**src/rtl/lsu_pkg.sv**
```systemverilog
// rtl/lsu_pkg.sv - shared types and constants for the load/store unit.
// Holds the funct3 encodings, FSM states, fault causes and default MMIO window.
package lsu_pkg;

  typedef enum logic [2:0] {
    F3_B  = 3'b000,
    F3_H  = 3'b001,
    F3_W  = 3'b010,
    F3_BU = 3'b100,
    F3_HU = 3'b101
  } funct3_e;

  typedef enum logic [1:0] {
    ST_IDLE  = 2'd0,
    ST_ISSUE = 2'd1,
    ST_WAIT  = 2'd2,
    ST_RESP  = 2'd3
  } state_e;

  localparam logic [1:0] CAUSE_NONE     = 2'b00;
  localparam logic [1:0] CAUSE_MISALIGN = 2'b01;
  localparam logic [1:0] CAUSE_ILLEGAL  = 2'b10;

  localparam logic [31:0] DEF_MMIO_BASE = 32'h0000_0200;
  localparam logic [31:0] DEF_MMIO_LAST = 32'h0000_0202;

endpackage

```
**src/rtl/lsu_align.sv**
```systemverilog
// rtl/lsu_align.sv - combinational lane steering, fault detection and load extraction.
// LSU_MMIO_LANE0_EN forces byte accesses in the MMIO window onto lane 0 and faults wider ones.
module lsu_align
  import lsu_pkg::*;
#(
  parameter logic [31:0] MMIO_BASE = DEF_MMIO_BASE,
  parameter logic [31:0] MMIO_LAST = DEF_MMIO_LAST
) (
  input  logic        we_i,
  input  logic [2:0]  funct3_i,
  input  logic [31:0] addr_i,
  input  logic [31:0] wdata_i,
  input  logic [31:0] rdata_i,
  output logic [3:0]  byteena_o,
  output logic [31:0] wdata_o,
  output logic        fault_o,
  output logic [1:0]  cause_o,
  output logic [31:0] rdata_o
);

`ifdef LSU_MMIO_LANE0_EN
  localparam bit MMIO_LANE0 = 1'b1;
`else
  localparam bit MMIO_LANE0 = 1'b0;
`endif

  logic        in_mmio;
  logic        illegal;
  logic        misalign;
  logic [1:0]  lane;
  logic [31:0] shifted;

  always_comb begin
    in_mmio = MMIO_LANE0 && (addr_i >= MMIO_BASE) && (addr_i <= MMIO_LAST);
    illegal = (funct3_i[1:0] == 2'b11) || (funct3_i == 3'b110) || (we_i && funct3_i[2]);

    case (funct3_i[1:0])
      2'b01:   misalign = addr_i[0];
      2'b10:   misalign = (addr_i[1:0] != 2'b00);
      default: misalign = 1'b0;
    endcase
    // UART registers are byte-wide only: wider accesses there are rejected
    if (in_mmio && (funct3_i[1:0] != 2'b00)) misalign = 1'b1;

    lane = in_mmio ? 2'b00 : addr_i[1:0];

    case (funct3_i[1:0])
      2'b00: begin
        byteena_o = 4'b0001 << lane;
        wdata_o   = {4{wdata_i[7:0]}};
      end
      2'b01: begin
        byteena_o = 4'b0011 << lane;
        wdata_o   = {2{wdata_i[15:0]}};
      end
      default: begin
        byteena_o = 4'b1111;
        wdata_o   = wdata_i;
      end
    endcase

    shifted = rdata_i >> {lane, 3'b000};
    case (funct3_i)
      F3_B:    rdata_o = {{24{shifted[7]}}, shifted[7:0]};
      F3_BU:   rdata_o = {24'h0, shifted[7:0]};
      F3_H:    rdata_o = {{16{shifted[15]}}, shifted[15:0]};
      F3_HU:   rdata_o = {16'h0, shifted[15:0]};
      default: rdata_o = rdata_i;
    endcase

    fault_o = illegal || misalign;
    cause_o = illegal ? CAUSE_ILLEGAL : (misalign ? CAUSE_MISALIGN : CAUSE_NONE);
  end

endmodule

```
**src/rtl/load_store_unit.sv**
```systemverilog
// rtl/load_store_unit.sv - load/store FSM between execute stage and MMU port.
// Optional LSU_MMIO_LANE0_EN (see lsu_align) pins MMIO byte accesses to lane 0.
module load_store_unit
  import lsu_pkg::*;
#(
  parameter int          RD_LAT    = 2,
  parameter logic [31:0] MMIO_BASE = DEF_MMIO_BASE,
  parameter logic [31:0] MMIO_LAST = DEF_MMIO_LAST
) (
  input  logic        clock,
  input  logic        RST_N,
  input  logic        req_valid,
  output logic        req_ready,
  input  logic        req_we,
  input  logic [2:0]  req_funct3,
  input  logic [31:0] req_addr,
  input  logic [31:0] req_wdata,
  output logic        resp_valid,
  output logic [31:0] resp_rdata,
  output logic        resp_fault,
  output logic [1:0]  resp_cause,
  output logic [31:0] vaddr,
  output logic [31:0] data,
  output logic [3:0]  byteena,
  output logic        memWE,
  input  logic        memWait,
  input  logic [31:0] q
);

  localparam logic [2:0] CNT_INIT = 3'(RD_LAT - 1);

  state_e      state_q, state_d;
  logic        we_q, we_d;
  logic [2:0]  f3_q, f3_d;
  logic [31:0] addr_q, addr_d;
  logic [31:0] wdata_q, wdata_d;
  logic [31:0] rdata_q, rdata_d;
  logic [2:0]  cnt_q, cnt_d;
  logic        fault_q, fault_d;
  logic [1:0]  cause_q, cause_d;

  logic        in_idle, in_issue;
  logic [3:0]  al_be;
  logic [31:0] al_data, al_rdata;
  logic        al_fault;
  logic [1:0]  al_cause;

  assign in_idle  = (state_q == ST_IDLE);
  assign in_issue = (state_q == ST_ISSUE);

  // One aligner serves both the live request (fault check at accept) and the latched one
  lsu_align #(
    .MMIO_BASE (MMIO_BASE),
    .MMIO_LAST (MMIO_LAST)
  ) u_align (
    .we_i      (in_idle ? req_we     : we_q),
    .funct3_i  (in_idle ? req_funct3 : f3_q),
    .addr_i    (in_idle ? req_addr   : addr_q),
    .wdata_i   (in_idle ? req_wdata  : wdata_q),
    .rdata_i   (q),
    .byteena_o (al_be),
    .wdata_o   (al_data),
    .fault_o   (al_fault),
    .cause_o   (al_cause),
    .rdata_o   (al_rdata)
  );

  always_ff @(posedge clock or negedge RST_N) begin
    if (!RST_N) begin
      state_q <= ST_IDLE;
      we_q    <= 1'b0;
      f3_q    <= 3'b000;
      addr_q  <= 32'h0;
      wdata_q <= 32'h0;
      rdata_q <= 32'h0;
      cnt_q   <= 3'd0;
      fault_q <= 1'b0;
      cause_q <= CAUSE_NONE;
    end else begin
      state_q <= state_d;
      we_q    <= we_d;
      f3_q    <= f3_d;
      addr_q  <= addr_d;
      wdata_q <= wdata_d;
      rdata_q <= rdata_d;
      cnt_q   <= cnt_d;
      fault_q <= fault_d;
      cause_q <= cause_d;
    end
  end

  always_comb begin
    state_d = state_q;
    we_d    = we_q;
    f3_d    = f3_q;
    addr_d  = addr_q;
    wdata_d = wdata_q;
    rdata_d = rdata_q;
    cnt_d   = cnt_q;
    fault_d = fault_q;
    cause_d = cause_q;

    case (state_q)
      ST_IDLE: begin
        if (req_valid) begin
          we_d    = req_we;
          f3_d    = req_funct3;
          addr_d  = req_addr;
          wdata_d = req_wdata;
          rdata_d = 32'h0;
          fault_d = al_fault;
          cause_d = al_cause;
          state_d = al_fault ? ST_RESP : ST_ISSUE;
        end
      end
      ST_ISSUE: begin
        if (!memWait) begin
          cnt_d   = CNT_INIT;
          state_d = we_q ? ST_RESP : ST_WAIT;
        end
      end
      ST_WAIT: begin
        if (!memWait) begin
          if (cnt_q == 3'd0) begin
            rdata_d = al_rdata;
            state_d = ST_RESP;
          end else begin
            cnt_d = cnt_q - 3'd1;
          end
        end
      end
      default: state_d = ST_IDLE;
    endcase
  end

  assign req_ready  = in_idle & RST_N;
  assign resp_valid = (state_q == ST_RESP);
  assign resp_rdata = resp_valid ? rdata_q : 32'h0;
  assign resp_fault = resp_valid & fault_q;
  assign resp_cause = resp_valid ? cause_q : CAUSE_NONE;

  assign vaddr   = in_issue ? addr_q  : 32'h0;
  assign data    = in_issue ? al_data : 32'h0;
  assign byteena = in_issue ? al_be   : 4'h0;
  assign memWE   = in_issue & we_q;

endmodule

```
**config.mk**
```make
export PLATFORM = sky130hd
export DESIGN_NAME = load_store_unit
export DESIGN_NICKNAME = d
export VERILOG_FILES = /design/src/rtl/lsu_pkg.sv /design/src/rtl/lsu_align.sv /design/src/rtl/load_store_unit.sv
export SDC_FILE = /design/constraint.sdc
export NUM_CORES = 1
export LEC_CHECK = 0
export BUFFER_PORTS_ARGS = -buffer_cell sky130_fd_sc_hd__buf_2
export CELL_PAD_IN_SITES_DETAIL_PLACEMENT = 0
export CELL_PAD_IN_SITES_GLOBAL_PLACEMENT = 1
export CORE_ASPECT_RATIO = 1.4
export CORE_MARGIN = 4
export CORE_UTILIZATION = 42
export CTS_CLUSTER_DIAMETER = 30
export DETAILED_ROUTE_END_ITERATION = 10
export PLACE_DENSITY_LB_ADDON = 0.1
export SLEW_MARGIN = 0
export SYNTH_ARGS = -nofsm -noshare
export SYNTH_HDL_FRONTEND = slang
export SYNTH_SLANG_ARGS = --single-unit
```
**constraint.sdc**
```tcl
create_clock -name clock -period 8.4 [get_ports clock]
set_clock_uncertainty 0.1 [all_clocks]
set_input_delay 0.84 -clock clock [delete_from_list [all_inputs] [get_ports clock]]
set_output_delay 0.84 -clock clock [all_outputs]
set_load 0.005 [all_outputs]
```
## Word level (Yosys, flattened, before mapping)

Cells that the tools add are included.

| cells by class | value |
|---|---|
| add/sub/neg operators | 1 |
| equality and inequality tests | 15 |
| shift operators | 3 |
| muxes and demuxes | 30 |
| bitwise logic cells | 3 |
| reduce and logical (&&, ||, !) cells | 15 |

Operators by type and width:

| operator | count |
|---|---|
| $mux 32 | 7 |
| $pmux 32 s2 | 2 |
| $pmux 32 s4 | 1 |
| $shr 32x5->16 | 1 |
| $mux 2 | 8 |
| $mux 3 | 4 |
| $reduce_and 4->1 | 3 |
| $ne 2x2->1 const B | 5 |
| $eq 3x3->1 const B | 3 |
| $eq 2x2->1 const B | 4 |
| $pmux 4 s2 | 1 |
| $logic_not 3->1 | 2 |
| $pmux 2 s3 | 1 |
| $pmux 3 s2 | 1 |
| $reduce_bool 2->1 | 3 |
| $eq 2x1->1 const B | 2 |
| $logic_not 2->1 | 2 |
| $mux 4 | 1 |
| $shl 1x2->4 const A | 1 |
| $shl 2x2->4 const A | 1 |
| $and 1x1->1 | 3 |
| $eq 3x1->1 const B | 1 |
| $logic_or 1x1->1 | 3 |
| $mux 1 | 3 |
| other kinds (4) | 4 |

| word-level totals | value |
|---|---|
| bits in registers | 108 |
| bits of input ports | 104 |

## Logic depth before layout (Yosys ltp)

Gate-level depths: netlist of run 1.

| logic depth | value |
|---|---|
| depth in word-level cells | 9 |
| depth in mapped cells | 15 |
| mapped depth without buffers | 11 |

## Cells and area by module

A second synthesis of run 1 with hierarchy kept.

| unflattened totals | value |
|---|---|
| cell total of the unflattened synthesis | 711 |
| area total of the unflattened synthesis | 7254.5 µm² |

Modules (own cells, without submodules):

| module | instances | cells each | area each (µm²) |
|---|---|---|---|
| load_store_unit | 1 | 521 | 5975.7 |
| lsu_align | 1 | 190 | 1278.7 |

## Worst setup path after synthesis of run 1

No wires, ideal clock.

| path | value |
|---|---|
| kind | reg-to-output |
| from | register state_q[0] |
| to | output data[24] |
| arrival time | 2631 ps |
| data required time | 7460 ps |
| path slack | 4829 ps |
| stages on the path, launching flop included | 13 |
| path through | dfrtp_1 > inv_1 > ha_1 > buf_2 > buf_2 > buf_2 > mux2_2 > ha_1 > inv_1 > buf_1 > o22ai_1 > o21ai_0 > nor2_1 |

| on the way | value |
|---|---|
| cells in the longest elaborated chain, start to end | 5 |
| elaborated cells between the ends (all ways) | 8 |
| classes of those cells | 2 x eq/ne; 4 x mux; 2 x reduce/logical |

Ends and longest elaborated chain:

| element | RTL line | RTL |
|---|---|---|
| from (decl) | load_store_unit.sv:32 | `state_e state_q, state_d;` |
| from (signal assigned) | load_store_unit.sv:80 | `state_q <= state_d;` |
| $logic_not 2->1 | load_store_unit.sv:48 | `assign in_idle = (state_q == ST_IDLE);` |
| $mux 3 | load_store_unit.sv:57 | `.funct3_i (in_idle ? req_funct3 : f3_q),` |
| $eq 2x1->1 or $logic_not 2->1 (tied branches) | lsu_align.sv:47 | `case (funct3_i[1:0])` |
| $pmux 32 s2 | lsu_align.sv:47 |  |
| $mux 32 (*) | load_store_unit.sv:143 | `assign data = in_issue ? al_data : 32'h0;` |
| to (decl) | load_store_unit.sv:23 | `output logic [31:0] data,` |

Mark *: on every way between the ends. The rest lies on a longest branch, timed or not.

## Worst setup path in the final report of run 1

| path | value |
|---|---|
| from | register state_q[0] |
| to | output data[23] |

The elaborated chain is that of the path after synthesis.

==> results of run 1 <==
-- sequential cells by signal (all words and copies together) (netlist names) --
name	count
f3_q	3
cnt_q	3
cause_q	2
fault_q	1
rdata_q	32
wdata_q	32
addr_q	32
state_q	2
we_q	1
-- critical path, delay by kind of cell (launching register included) --
kind | cells | cell delay (ns)
compound gates | 1 | 0.14
fa+ha+maj | 2 | 1.19
simple gates | 4 | 1.55
buf+inv | 3 | 0.53
flops | 1 | 0.42
-- layout make-up --
type	count	share of cell area (%)
multi-input combinational	470	44.3
sequential	108	34.4
timing repair buffer	216	14.0
tap	192	3.06
clock buffer	9	2.86
clock inverter	7	0.987
inverter	9	0.430
-- kinds of logic after synthesis --
family / count (synthesis) / share of synthesized area, %
flops: 108 / 42.0
buf+inv: 58 / 4.16
simple gates: 191 / 16.2
mux: 107 / 18.5
fa+ha+maj: 11 / 2.14
compound gates: 161 / 17.0
-- power breakdown --
group,switching (mW),internal [mW]
Sequential,0.114,0.733
Combinational,0.947,0.669
Clock,0.217,0.212
Total,1.28,1.61
-- path summary, 6_finish.rpt --
path / to / start / cells after the start
worst max-delay path: data[23] / state_q[0]$_DFFE_PN0P_ / 10
worst min-delay path: rdata_q[9]$_DFFE_PN0P_ / RST_N / 1
worst max register to register: rdata_q[7]$_DFFE_PN0P_ / state_q[0]$_DFFE_PN0P_ / 10
worst min register to register: rdata_q[6]$_DFFE_PN0P_ / rdata_q[6]$_DFFE_PN0P_ / 2
max in group asynchronous: rdata_q[0]$_DFFE_PN0P_ / RST_N / 2
min in group clock: rdata_q[6]$_DFFE_PN0P_ / rdata_q[6]$_DFFE_PN0P_ / 2
-- cell usage after synthesis (all sizes together) (7+ instances only) --
cell type and number:
dfrtp 108, mux2 79, and2 70, nand2 48, a22oi 42, buf 31
a21oi 28, mux2i 28, o22ai 25, o21ai 24, nand2b 21, clkbuf 18
nor2 17, nor2b 13, ha 11, nor3 10, inv 9, o211ai 9
a311oi 7, o221ai 7, or3 7
-- per-layer routing --
layer	wire length (um)	vias up	track usage, %
met1	7710	2719	26.7
li1	-	2646	-
met4	710	2	9.28
met3	1390	36	5.52
met2	9500	213	36.8
met5	13	-	0
==> impl_table.tex, run 1 <==
\begin{tabular}{lr}
\hline
Metric & Value \\
\hline
\multicolumn{2}{l}{\textbf{Clock network}} \\
\quad Count of cells resized by post-cts repair & 0 \\
\quad Number of H-tree branching levels & 3 \\
\quad Root buffer cell & sky130\_fd\_sc\_hd\_\_clkbuf\_16 \\
\quad Number of buffers between clock root and the deepest sink & 2 \\
\quad Cts-stage hold buffer count & 0 \\
\quad Postcts setup bufs & 0 \\
\quad Clock sinks & 108 \\
\quad Worst-Skew Late Latency & 0.35 ns \\
\quad Clock-pin slew of the registers on the worst-case setup and hold paths & 0.08 ns \\
\quad Clock tree from TritonCTS & yes \\
\quad Number of buffers added by the clock tree synthesis step & 9 \\
\multicolumn{2}{l}{\textbf{Die}} \\
\quad Number of standard-cell rows in the floorplan & 53 \\
\quad CORE AREA & 15100 sq um \\
\quad I/O Pins & 210 \\
\quad Horiz. Die Dim & 113 um \\
\quad Initial core utilization & 42.8\% \\
\quad Area of the die & 17400 sq um \\
\quad Die outline height & 154 um \\
\multicolumn{2}{l}{\textbf{Synthesis}} \\
\quad Area of the mapped netlist & 6440 sq um \\
\quad Synth warnings & 0 \\
\quad Number of synthesized flops with an enable pin & 0 \\
\quad Yosys top cell area share & 42.0\% \\
\quad Number of flip-flops and latches in the synthesized netlist & 108 \\
\quad Most area-consuming cells after synthesis & sky130\_fd\_sc\_hd\_\_dfrtp\_1, sky130\_fd\_sc\_hd\_\_mux2\_2, sky130\_fd\_sc\_hd\_\_and2\_1 \\
\quad Post-synthesis instance total & 636 \\
\quad Ys async rst share & 100\% \\
\quad Area leader, netlist & sky130\_fd\_sc\_hd\_\_dfrtp\_1 \\
\quad Number of distinct library cells after synthesis & 47 \\
\quad Per-instance average area after synthesis & 10.1 sq um \\
\quad Ys flop type & sky130\_fd\_sc\_hd\_\_dfrtp\_1 \\
\quad Number of nets in the synthesized netlist & 751 \\
\quad Sequential share of the synthesized area & 42.0\% \\
\multicolumn{2}{l}{\textbf{STA}} \\
\quad Final hold violations & 0 \\
\quad Setup TNS & 0 ns \\
\quad Max transition margin & 28.6\% \\
\quad RSZ-0062 raised after global routing & no \\
\quad Max-slew violation count & 0 \\
\quad Least setup slack across all paths after layout & 3.27 ns \\
\quad Hold\_ws & 0.354 ns \\
\quad Final cycle utilization of the critical path & 61.0\% \\
\quad Maximum achievable frequency & 195 MHz \\
\quad Final setup viols & 0 \\
\quad Least-Margin Pin Slew & 1.07 ns \\
\quad Final period demand of the worst path & 5.13 ns \\
\multicolumn{2}{l}{\textbf{Hold path}} \\
\quad Hold/Removal Path Class & in -> async \\
\multicolumn{2}{l}{\textbf{Layout}} \\
\quad Filler cells & 1435 \\
\quad Post-layout nets & 929 \\
\quad Antenna fix cells & 0 \\
\quad Commonest non-fill, non-tap cell in the layout & sky130\_fd\_sc\_hd\_\_buf\_2 \\
\quad FF/Latch Area & 2700 sq um \\
\quad Post-synthesis to final-layout area growth & 22.1\% \\
\quad Area taken by multi-input logic gates & 3480 sq um \\
\quad Layout Cells excl Fill & 1011 \\
\quad Commonest cells after routing, fill and taps aside & sky130\_fd\_sc\_hd\_\_buf\_2, sky130\_fd\_sc\_hd\_\_dfrtp\_1, sky130\_fd\_sc\_hd\_\_mux2\_2, sky130\_fd\_sc\_hd\_\_and2\_1, sky130\_fd\_sc\_hd\_\_nand2\_1 \\
\quad Post-route standard cell area excluding fillers & 7860 sq um \\
\quad Proportion of layout cells with a drive suffix above 1 & 39.6\% \\
\quad Fin util & 52.2\% \\
\multicolumn{2}{l}{\textbf{Drt}} \\
\quad Residual DRC & 0 \\
\quad Routed WL per cell & 19.1 um \\
\quad Drt total wl & 19.3 mm \\
\quad Total vias in the final route & 5616 \\
\quad Detailed-routing iteration count for the pre-antenna-repair pass & 5 \\
\quad Number of nets still failing antenna checks after routing & 0 \\
\quad Via density per instance & 5.55 \\
\quad Initial detailed-routing violation count & 400 \\
\multicolumn{2}{l}{\textbf{Place}} \\
\quad Dpl ws & 3.72 ns \\
\quad RD Place Congestion & 0.838 \\
\quad Input/output buffers & 209 \\
\quad HPWL after DPL & 14.4 mm \\
\quad Number of placed instances, taps included & 995 \\
\quad Instance area at placement & 7560 sq um \\
\multicolumn{2}{l}{\textbf{Worst setup path}} \\
\quad Max stage delay cell, worst path & sky130\_fd\_sc\_hd\_\_ha\_2 \\
\quad Startpoint type of the worst setup path & flip-flop \\
\quad CP Max Fanout & 32 \\
\quad Endpoint kind of the worst setup timing path & output port \\
\quad Largest incremental delay on the critical path & 0.82 ns \\
\quad Critical path data arrival time & 4.19 ns \\
\quad Path type of the worst setup path & reg -> out \\
\quad WP data required & 7.46 ns \\
\quad Critical path cell sequence & inv\_1, ha\_2, nand2\_1, nand2\_1, inv\_1, ha\_1, nor2\_1, nand3b\_1, o22ai\_1, buf\_2 \\
\quad R2r setup slk & 4.56 ns \\
\multicolumn{2}{l}{\textbf{Pwr}} \\
\quad Leak & 3.77 nW \\
\quad Max VDD drop & 160 uV \\
\quad Power per cell area & 368 nW/um\^{}2 \\
\quad Total power consumption of the routed design & 2.89 mW \\
\multicolumn{2}{l}{\textbf{GRT}} \\
\quad Wire length of the first global-routing pass & 30.9 mm \\
\quad GRT overflow & 0 \\
\quad Vias in the first global route & 5912 \\
\quad Number of antenna violations at the first check in global routing & 1 \\
\quad Gr usage total & 21.9\% \\
\quad Pin count of the biggest net entering global routing & 75 \\
\multicolumn{2}{l}{\textbf{Run}} \\
\quad Count of maximum capacitance violations & 0 \\
\multicolumn{2}{l}{\textbf{Run status}} \\
\quad Run status & complete, no violations \\
\hline
\end{tabular}
No activity file was read; power rests on OpenSTA's default activity.
==> inputs of run 2 (changes only) <==
--- a/config.mk
+++ b/config.mk
@@ -10,7 +10,7 @@
 export CELL_PAD_IN_SITES_GLOBAL_PLACEMENT = 1
 export CORE_ASPECT_RATIO = 1.4
 export CORE_MARGIN = 4
-export CORE_UTILIZATION = 42
+export CORE_UTILIZATION = 35
 export CTS_CLUSTER_DIAMETER = 30
 export DETAILED_ROUTE_END_ITERATION = 10
 export PLACE_DENSITY_LB_ADDON = 0.1
==> constraint.sdc (replaced) <==
create_clock -name clock -period 4.45 [get_ports clock]
set_clock_uncertainty 0.1 [all_clocks]
set_input_delay 0.445 -clock clock [delete_from_list [all_inputs] [get_ports clock]]
set_output_delay 0.445 -clock clock [all_outputs]
set_load 0.005 [all_outputs]
==> run 2 against run 1 <==
  * Setup slack got worse by 2.9 ns
  * Utilization decreased by 7.9 points
  * Sequential power grew 89%
  * Register-to-register slack worse by 3.5 ns
  * First-iteration DRC count decreased by 25%
  * Sequential share of layout area decreased by 0.51 points
  * Global-route usage decreased by 2.1 points
==> impl_table.tex, run 2 (synthesis results as in run 1) <==
\begin{tabular}{lr}
\hline
Metric & Value \\
\hline
\multicolumn{2}{l}{\textbf{Run status}} \\
\quad Run status & complete, no violations \\
\multicolumn{2}{l}{\textbf{Pwr}} \\
\quad Flop pwr share & 28.6\% (-0.7 points) \\
\quad Internal power summed over all cells & 3.14 mW (+95\%) \\
\quad Max VDD drop & 303 uV (+90\%) \\
\quad Total power consumption of the routed design & 5.59 mW (+93\%) \\
\quad Power dissipated by switching net loads & 2.45 mW (+92\%) \\
\quad Leak & 3.81 nW (+0.91\%) \\
\quad Switching share of power & 43.9\% (-0.33 points) \\
\quad Part of the power in combinational logic & 55.9\% (about the same) \\
\quad Clock share of power & 15.5\% (+0.7 points) \\
\quad Power per cell area & 701 nW/um\^{}2 (+91\%) \\
\multicolumn{2}{l}{\textbf{STA}} \\
\quad Least setup slack across all paths after layout & 0.375 ns (-2.90 ns) \\
\quad Final period demand of the worst path & 4.08 ns \\
\quad Final setup viols & 0 (unchanged) \\
\quad Maximum achievable frequency & 245 MHz \\
\quad Setup TNS & 0 ns (unchanged) \\
\quad RSZ-0062 raised after global routing & no \\
\quad Max-slew violation count & 0 (unchanged) \\
\quad Final cycle utilization of the critical path & 91.6\% \\
\quad Max transition margin & 25.4\% (-3.2 points) \\
\quad Least-Margin Pin Slew & 1.12 ns (+0.0478 ns) \\
\quad Final hold violations & 0 (unchanged) \\
\multicolumn{2}{l}{\textbf{Layout}} \\
\quad Post-route standard cell area excluding fillers & 7980 sq um (+1.5\%) \\
\quad Largest registers ranked by flip-flop count & addr\_q: 32 flops, rdata\_q: 32 flops, wdata\_q: 32 flops \\
\quad Area taken by multi-input logic gates & 3480 sq um (about the same) \\
\quad Filler cells & 1864 (+30\%) \\
\quad Post-layout nets & 934 (+0.54\%) \\
\quad Commonest non-fill, non-tap cell in the layout & sky130\_fd\_sc\_hd\_\_buf\_2 \\
\quad Post-synthesis to final-layout area growth & 23.9\% \\
\quad Commonest cells after routing, fill and taps aside & sky130\_fd\_sc\_hd\_\_buf\_2, sky130\_fd\_sc\_hd\_\_dfrtp\_1, sky130\_fd\_sc\_hd\_\_mux2\_2, sky130\_fd\_sc\_hd\_\_and2\_1, sky130\_fd\_sc\_hd\_\_nand2\_1 \\
\quad FF/Latch Area & 2700 sq um (unchanged) \\
\quad Fin util & 44.3\% (-7.9 points) \\
\quad Proportion of layout cells with a drive suffix above 1 & 39.9\% (+0.37 points) \\
\quad Antenna fix cells & 0 (unchanged) \\
\multicolumn{2}{l}{\textbf{Drt}} \\
\quad Top metal layer carrying routed signals & met5 \\
\quad Residual DRC & 0 (unchanged) \\
\quad Met3 layer wire length in the routed design & 1.39 mm (-0.14\%) \\
\quad Initial detailed-routing violation count & 302 (-25\%) \\
\quad Total vias in the final route & 5634 (+0.32\%) \\
\quad Via density per instance & 5.30 (-4.7\%) \\
\quad DRT met1 WL & 8.27 mm (+7.3\%) \\
\quad Routed WL per cell & 19.3 um (+0.92\%) \\
\quad DR WL met2 & 10.2 mm (+7.9\%) \\
\quad Number of nets still failing antenna checks after routing & 0 (unchanged) \\
\quad Detailed-routing iteration count for the pre-antenna-repair pass & 5 (unchanged) \\
\quad Drt total wl & 20.5 mm (+6.2\%) \\
\multicolumn{2}{l}{\textbf{Worst setup path}} \\
\quad Critical path data arrival time & 3.53 ns (-0.66 ns) \\
\quad WP data required & 3.90 ns (-3.56 ns) \\
\quad Endpoint of the worst-slack reg-to-reg timing path & state\_q[1]\$\_DFFE\_PN0P\_ \\
\quad R2r setup slk & 1.04 ns (-3.52 ns) \\
\quad CP Max Fanout & 22 (-31\%) \\
\quad Largest incremental delay on the critical path & 0.61 ns (-0.21 ns) \\
\quad Startpoint type of the worst setup path & flip-flop \\
\quad Critical path cell sequence & inv\_1, ha\_2, nand2\_1, nand2\_1, inv\_1, ha\_1, inv\_1, o22ai\_1, o21ai\_0, a21oi\_1, buf\_2 \\
\quad Max stage delay cell, worst path & sky130\_fd\_sc\_hd\_\_ha\_2 \\
\quad Path type of the worst setup path & reg -> out \\
\quad Endpoint kind of the worst setup timing path & output port \\
\quad Number of cell instances on the worst register-to-register path & 9 (-1) \\
\quad CP dominant cell by count & sky130\_fd\_sc\_hd\_\_inv\_1 \\
\quad Reg2Reg Launch Point & state\_q[1]\$\_DFFE\_PN0P\_ \\
\multicolumn{2}{l}{\textbf{Die}} \\
\quad Horiz. Die Dim & 123 um (+8.9\%) \\
\quad Initial core utilization & 35.8\% (-7.0 points) \\
\quad Area of the die & 20700 sq um (+19\%) \\
\quad CORE AREA & 18000 sq um (+20\%) \\
\quad Die outline height & 168 um (+9.0\%) \\
\quad Number of standard-cell rows in the floorplan & 58 (+9.4\%) \\
\quad I/O Pins & 210 (unchanged) \\
\multicolumn{2}{l}{\textbf{Clock network}} \\
\quad Postcts setup bufs & 0 (unchanged) \\
\quad Count of cells resized by post-cts repair & 0 (unchanged) \\
\quad Number of buffers between clock root and the deepest sink & 2 (unchanged) \\
\quad Root buffer cell & sky130\_fd\_sc\_hd\_\_clkbuf\_16 \\
\quad Worst-Skew Late Latency & 0.36 ns (about the same) \\
\quad Clock tree from TritonCTS & yes \\
\quad Clock sinks & 108 (unchanged) \\
\quad Number of H-tree branching levels & 3 (unchanged) \\
\quad Clock-pin slew of the registers on the worst-case setup and hold paths & 0.08 ns (about the same) \\
\quad Number of buffers added by the clock tree synthesis step & 9 (unchanged) \\
\quad Cts-stage hold buffer count & 1 (+1) \\
\multicolumn{2}{l}{\textbf{GRT}} \\
\quad Gr usage total & 19.8\% (-2.1 points) \\
\quad GRT overflow & 0 (unchanged) \\
\quad Pin count of the biggest net entering global routing & 75 (unchanged) \\
\quad Number of antenna violations at the first check in global routing & 2 (+1) \\
\quad Vias in the first global route & 5855 (-0.96\%) \\
\quad Wire length of the first global-routing pass & 31.7 mm (+2.5\%) \\
\multicolumn{2}{l}{\textbf{Place}} \\
\quad HPWL after DPL & 15.3 mm (+6.2\%) \\
\quad Dpl ws & 0.763 ns (-2.95 ns) \\
\quad RD Place Congestion & 0.824 (-1.7\%) \\
\quad Input/output buffers & 209 (unchanged) \\
\quad Instance area at placement & 7650 sq um (+1.2\%) \\
\multicolumn{2}{l}{\textbf{Hold path}} \\
\quad Hold depth & 2 \\
\quad Min-delay src & req\_addr[14] \\
\quad Min-Delay Endpoint & addr\_q[14]\$\_DFFE\_PN0P\_ \\
\quad Hold/Removal Path Class & in -> reg \\
\multicolumn{2}{l}{\textbf{Run}} \\
\quad Count of maximum capacitance violations & 0 (unchanged) \\
\hline
\end{tabular}
run 2: cell types whose count changed in the layout (fill, tap and decap cells not counted):
cell	previous run	this run
sky130_fd_sc_hd__buf_4	8	12
sky130_fd_sc_hd__clkinvlp_4	1	0
sky130_fd_sc_hd__bufinv_16	0	1
sky130_fd_sc_hd__clkbuf_8	0	1
sky130_fd_sc_hd__clkinv_8	2	0
sky130_fd_sc_hd__ha_1	10	9
sky130_fd_sc_hd__inv_6	3	0
sky130_fd_sc_hd__ha_2	1	2
sky130_fd_sc_hd__inv_8	1	2
sky130_fd_sc_hd__clkinv_4	0	3
sky130_fd_sc_hd__dlygate4sd3_1	0	1
run 2: worst max-delay path: cells and delay by family, from the launching register on:
family | cells | cell delay, ns
AO/OA/AOI/OAI | 3 | 0.49
adder cells (fa/ha/maj) | 2 | 0.87
buffers and inverters | 4 | 0.84
flip-flops | 1 | 0.42
AND/OR/NAND/NOR | 2 | 0.54
run 2: stage by stage:
step	hold WS [ns]	std cells
final	0.210	1064
after global routing	0.204	1064
after CTS	0.196	1064
after detailed placement	0.357	1047
after global placement	0.353	1047
after floorplan	0.0494	636
run 2: power groups by stage:
| stage | logic (mW) | clock network (mW) | registers, mW |
|---|---|---|---|
| finish | 3.13 | 0.869 | 1.60 |
| global route | 3.43 | 0.930 | 1.65 |
| detailed placement | 3.16 | 0 | 1.61 |
| CTS | 3.17 | 0.894 | 1.60 |
| global placement | 3.12 | 0 | 1.59 |
| floorplan | 2.21 | 0 | 1.54 |
run 2: final cells by class:
cell class | instances | area share, %
clock buffer | 10 | 3.00
clock inverter | 6 | 0.988
inverter | 9 | 0.423
multi-input combinational | 470 | 43.7
sequential | 108 | 33.9
tap | 240 | 3.76
timing repair buffer | 221 | 14.3
run 2: how the worst max path moves through the flow:
stage | startpoint | end | slack, ns | cells past startpoint
finish | state_q[1]$_DFFE_PN0P_ | data[10] | 0.37 | 11
global route | state_q[1]$_DFFE_PN0P_ | data[25] | 0.07 | 12
CTS | state_q[1]$_DFFE_PN0P_ | data[9] | 0.34 | 12
detailed placement | state_q[1]$_DFFE_PN0P_ | data[9] | 0.76 | 12
global placement | state_q[0]$_DFFE_PN0P_ | data[9] | 0.89 | 12
floorplan | state_q[0]$_DFFE_PN0P_ | data[24] | 1.27 | 12
run 2: metal layers:
layer / track usage, % / up-vias
met4: 8.43 / 4
met2: 33.8 / 225
li1: - / 2655
met1: 24.0 / 2717
met5: 0 / -
met3: 4.11 / 33
==> inputs of run 3 (changes only) <==
--- a/config.mk
+++ b/config.mk
@@ -5,12 +5,13 @@
 export SDC_FILE = /design/constraint.sdc
 export NUM_CORES = 1
 export LEC_CHECK = 0
+export ABC_AREA = 1
 export BUFFER_PORTS_ARGS = -buffer_cell sky130_fd_sc_hd__buf_2
 export CELL_PAD_IN_SITES_DETAIL_PLACEMENT = 0
 export CELL_PAD_IN_SITES_GLOBAL_PLACEMENT = 1
 export CORE_ASPECT_RATIO = 1.4
 export CORE_MARGIN = 4
-export CORE_UTILIZATION = 35
+export CORE_UTILIZATION = 32
 export CTS_CLUSTER_DIAMETER = 30
 export DETAILED_ROUTE_END_ITERATION = 10
 export PLACE_DENSITY_LB_ADDON = 0.1
==> run 3 against run 2 <==
  * Sequential power about the same
  * Final area grew 2.3%
  * Clock power hardly changed
  * Wire length up 12%
  * Die area rose by 12%
  * Critical path depth increased by 2
  * Via count rose by 20%
  * Synthesized area increased by 3.4%
  * Utilization down 4.5 points
  * Maximum frequency rose by 7.0%
  * Synthesized cell count increased by 58%
  * Largest power group unchanged
==> impl_table.tex, run 3 <==
\begin{tabular}{lr}
\hline
Metric & Value \\
\hline
\multicolumn{2}{l}{\textbf{Layout}} \\
\quad FF/Latch Area & 2700 sq um (unchanged) \\
\quad Commonest cells after routing, fill and taps aside & sky130\_fd\_sc\_hd\_\_nand2\_1, sky130\_fd\_sc\_hd\_\_buf\_2, sky130\_fd\_sc\_hd\_\_inv\_1, sky130\_fd\_sc\_hd\_\_dfrtp\_1, sky130\_fd\_sc\_hd\_\_o21ai\_0 \\
\quad Post-layout nets & 1294 (+39\%) \\
\quad Post-synthesis to final-layout area growth & 22.7\% \\
\quad Proportion of layout cells with a drive suffix above 1 & 21.5\% (-18 points) \\
\quad Area taken by multi-input logic gates & 3190 sq um (-8.5\%) \\
\quad Filler cells & 2347 (+26\%) \\
\quad Commonest non-fill, non-tap cell in the layout & sky130\_fd\_sc\_hd\_\_nand2\_1 \\
\quad Post-route standard cell area excluding fillers & 8160 sq um (+2.3\%) \\
\quad Largest registers ranked by flip-flop count & addr\_q: 32 flops, rdata\_q: 32 flops, wdata\_q: 32 flops \\
\multicolumn{2}{l}{\textbf{GRT}} \\
\quad Vias in the first global route & 6557 (+12\%) \\
\quad Met2 Usage GRT & 34.3\% (+0.50 points) \\
\quad Number of antenna violations at the first check in global routing & 1 (-1) \\
\quad Pin count of the biggest net entering global routing & 81 (+8.0\%) \\
\quad Gr busiest metal & met2 \\
\quad Wire length of the first global-routing pass & 35.6 mm (+12\%) \\
\quad Met1 Resource Use GR & 24.4\% (+0.35 points) \\
\quad GRT overflow & 0 (unchanged) \\
\quad Met3 GRT Util & 3.42\% (-0.70 points) \\
\quad Gr usage total & 19.7\% (-0.061 points) \\
\multicolumn{2}{l}{\textbf{Run}} \\
\quad Count of maximum capacitance violations & 0 (unchanged) \\
\multicolumn{2}{l}{\textbf{Clock network}} \\
\quad Clock tree from TritonCTS & yes \\
\quad Postcts setup bufs & 0 (unchanged) \\
\quad Number of H-tree branching levels & 3 (unchanged) \\
\quad Cts-stage hold buffer count & 1 (unchanged) \\
\quad Number of buffers added by the clock tree synthesis step & 9 (unchanged) \\
\quad Count of cells resized by post-cts repair & 0 (unchanged) \\
\quad Number of buffers between clock root and the deepest sink & 2 (unchanged) \\
\quad Clock-pin slew of the registers on the worst-case setup and hold paths & 0.08 ns (about the same) \\
\quad Clock sinks & 108 (unchanged) \\
\quad Root buffer cell & sky130\_fd\_sc\_hd\_\_clkbuf\_16 \\
\quad Worst-Skew Late Latency & 0.36 ns (about the same) \\
\multicolumn{2}{l}{\textbf{Worst setup path}} \\
\quad Path type of the worst setup path & reg -> out \\
\quad R2r setup slk & 1.25 ns (+0.21 ns) \\
\quad Max stage delay cell, worst path & sky130\_fd\_sc\_hd\_\_dfrtp\_1 \\
\quad Critical path data arrival time & 3.26 ns (-0.27 ns) \\
\quad CP Max Fanout & 30 (+36\%) \\
\quad CP dominant cell by count & sky130\_fd\_sc\_hd\_\_nand2\_1 \\
\quad Endpoint of the worst-slack reg-to-reg timing path & rdata\_q[30]\$\_DFFE\_PN0P\_ \\
\quad Endpoint kind of the worst setup timing path & output port \\
\quad Cell family with most CP delay & buffers and inverters \\
\quad Startpoint type of the worst setup path & flip-flop \\
\quad WP data required & 3.90 ns (about the same) \\
\quad Critical path cell sequence & inv\_1, ha\_1, buf\_4, inv\_2, nand2\_1, nand2\_1, inv\_2, ha\_1, clkinv\_1, nand2\_1, nand2\_1, o32ai\_1, buf\_2 \\
\quad Buf/Inv on CP & 6 (+2) \\
\quad Number of cell instances on the worst register-to-register path & 12 (+3) \\
\quad Reg2Reg Launch Point & state\_q[0]\$\_DFFE\_PN0P\_ \\
\quad Largest incremental delay on the critical path & 0.42 ns (-0.19 ns) \\
\multicolumn{2}{l}{\textbf{Synthesis}} \\
\quad Number of distinct library cells after synthesis & 33 (-30\%) \\
\quad Commonest cells in the synthesized netlist & sky130\_fd\_sc\_hd\_\_nand2\_1, sky130\_fd\_sc\_hd\_\_inv\_1, sky130\_fd\_sc\_hd\_\_dfrtp\_1 \\
\quad Number of nets in the synthesized netlist & 1119 (+49\%) \\
\quad Most area-consuming cells after synthesis & sky130\_fd\_sc\_hd\_\_dfrtp\_1, sky130\_fd\_sc\_hd\_\_nand2\_1, sky130\_fd\_sc\_hd\_\_inv\_1 \\
\quad Most common cell in the netlist & sky130\_fd\_sc\_hd\_\_nand2\_1 \\
\quad Area of the mapped netlist & 6650 sq um (+3.4\%) \\
\quad Number of flip-flops and latches in the synthesized netlist & 108 (unchanged) \\
\quad Yosys top cell area share & 40.6\% (-1.4 points) \\
\quad Post-synthesis instance total & 1004 (+58\%) \\
\quad Synth warnings & 0 (unchanged) \\
\quad Number of synthesized flops with an enable pin & 0 (unchanged) \\
\quad Ys flop type & sky130\_fd\_sc\_hd\_\_dfrtp\_1 \\
\quad Ys async rst share & 100\% (unchanged) \\
\quad Per-instance average area after synthesis & 6.63 sq um (-35\%) \\
\quad Sequential share of the synthesized area & 40.6\% (-1.4 points) \\
\quad Area leader, netlist & sky130\_fd\_sc\_hd\_\_dfrtp\_1 \\
\multicolumn{2}{l}{\textbf{STA}} \\
\quad Max transition margin & 19.4\% (-6.0 points) \\
\quad Setup TNS & 0 ns (unchanged) \\
\quad Final hold violations & 0 (unchanged) \\
\quad RSZ-0062 raised after global routing & no \\
\quad Maximum achievable frequency & 263 MHz (+7.0\%) \\
\quad Max-slew violation count & 0 (unchanged) \\
\quad Final setup viols & 0 (unchanged) \\
\quad Hold\_ws & 0.174 ns (-0.0367 ns) \\
\quad Final cycle utilization of the critical path & 85.6\% (-6.0 points) \\
\quad Least-Margin Pin Slew & 1.21 ns (+0.0875 ns) \\
\quad Final period demand of the worst path & 3.81 ns (-0.268 ns) \\
\multicolumn{2}{l}{\textbf{Die}} \\
\quad Horiz. Die Dim & 130 um (+5.9\%) \\
\quad CORE AREA & 20500 sq um (+14\%) \\
\quad Area of the die & 23200 sq um (+12\%) \\
\quad Initial core utilization & 32.5\% (-3.3 points) \\
\quad Die outline height & 179 um (+6.0\%) \\
\quad Number of standard-cell rows in the floorplan & 62 (+6.9\%) \\
\quad I/O Pins & 210 (unchanged) \\
\multicolumn{2}{l}{\textbf{Hold path}} \\
\quad Min-delay src & req\_addr[18] \\
\quad Min-Delay Endpoint & addr\_q[18]\$\_DFFE\_PN0P\_ \\
\quad Hold depth & 3 (+1) \\
\quad Hold/Removal Path Class & in -> reg \\
\multicolumn{2}{l}{\textbf{Drt}} \\
\quad Residual DRC & 0 (unchanged) \\
\quad Detailed-routing iteration count for the pre-antenna-repair pass & 5 (unchanged) \\
\quad Initial detailed-routing violation count & 386 (+28\%) \\
\quad Number of nets still failing antenna checks after routing & 0 (unchanged) \\
\quad Via density per instance & 4.70 (-11\%) \\
\quad Total vias in the final route & 6777 (+20\%) \\
\quad Routed WL per cell & 15.9 um (-18\%) \\
\quad Drt total wl & 22.9 mm (+12\%) \\
\multicolumn{2}{l}{\textbf{Place}} \\
\quad RD Place Congestion & 0.854 (+3.6\%) \\
\quad HPWL after DPL & 16.5 mm (+7.8\%) \\
\quad Instance area at placement & 7840 sq um (+2.5\%) \\
\quad Input/output buffers & 209 (unchanged) \\
\multicolumn{2}{l}{\textbf{Pwr}} \\
\quad Total power consumption of the routed design & 5.92 mW (+5.9\%) \\
\quad Leak & 5.13 nW (+35\%) \\
\quad Power per cell area & 726 nW/um\^{}2 (+3.5\%) \\
\quad Max VDD drop & 251 uV (-17\%) \\
\multicolumn{2}{l}{\textbf{Run status}} \\
\quad Run status & complete, no violations \\
\hline
\end{tabular}
run 3: how the worst max path moves through the flow:
| stage | startpoint | end | slack, ns | depth (start not counted) |
|---|---|---|---|---|
| after floorplan | state_q[0]$_DFFE_PN0P_ | data[16] | 1.51 | 12 |
| after global placement | state_q[0]$_DFFE_PN0P_ | data[23] | 1.09 | 13 |
| after detailed placement | state_q[0]$_DFFE_PN0P_ | data[20] | 1.02 | 13 |
| after CTS | state_q[0]$_DFFE_PN0P_ | data[20] | 0.62 | 13 |
| after global routing | state_q[0]$_DFFE_PN0P_ | data[20] | 0.26 | 13 |
| final | state_q[0]$_DFFE_PN0P_ | data[20] | 0.64 | 13 |
run 3: per-layer routing:
layer / share of wire [%] / vias up
li1: - / 3422
met1: 41 / 3148
met4: 2.3 / 0
met3: 5.3 / 28
met2: 52 / 179
met5: 0 / -
run 3: per-stage QoR:
stage	worst slack [ns]	instances	utilization (%)
6_report	0.642	1441	39.9
5_1_grt	0.255	1441	39.9
4_1_cts	0.624	1440	39.8
3_5_place_dp	1.02	1423	38.3
3_3_place_gp	1.09	1423	38.3
2_1_floorplan	1.51	1004	-
run 3: cell type report:
cell class / instances / share of cell area [%]
tap: 256 / 3.92
multi-input combinational: 706 / 39.0
antenna: 1 / 0.0307
timing repair buffer: 221 / 14.0
inverter: 133 / 6.15
sequential: 108 / 33.1
clock buffer: 9 / 2.76
clock inverter: 7 / 0.996
run 3: worst register-to-register path, stage by stage, from the launching register on:
cell                      delay, ns
sky130_fd_sc_hd__dfrtp_1       0.41
sky130_fd_sc_hd__inv_1         0.10
sky130_fd_sc_hd__ha_1          0.20
sky130_fd_sc_hd__buf_4         0.24
sky130_fd_sc_hd__inv_2         0.09
sky130_fd_sc_hd__buf_4         0.31
sky130_fd_sc_hd__or2_1         0.18
sky130_fd_sc_hd__nand2_1       0.06
sky130_fd_sc_hd__a21oi_2       0.19
sky130_fd_sc_hd__nand2_1       0.73
sky130_fd_sc_hd__a21oi_1       0.38
sky130_fd_sc_hd__nand2_1       0.09
sky130_fd_sc_hd__nand2_1       0.06
run 3: power breakdown:
part | internal (mW) | switching (mW)
clock network | 0.447 | 0.422
logic | 1.11 | 2.33
registers | 1.39 | 0.212
total | 2.96 | 2.96
run 3: cells by family (layout without fill, tap and decap cells):
logic type / Yosys count / after routing / synth area share [%]
AO/OA/AOI/OAI: 128 / 128 / 10.6
XOR/XNOR: 1 / 1 / 0.132
adder cells (fa/ha/maj): 11 / 11 / 2.07
buffers and inverters: 190 / 370 / 11.6
flip-flops: 108 / 108 / 40.6
multiplexers: 7 / 7 / 1.05
other: 0 / 1 / 0
AND/OR/NAND/NOR: 559 / 559 / 33.8
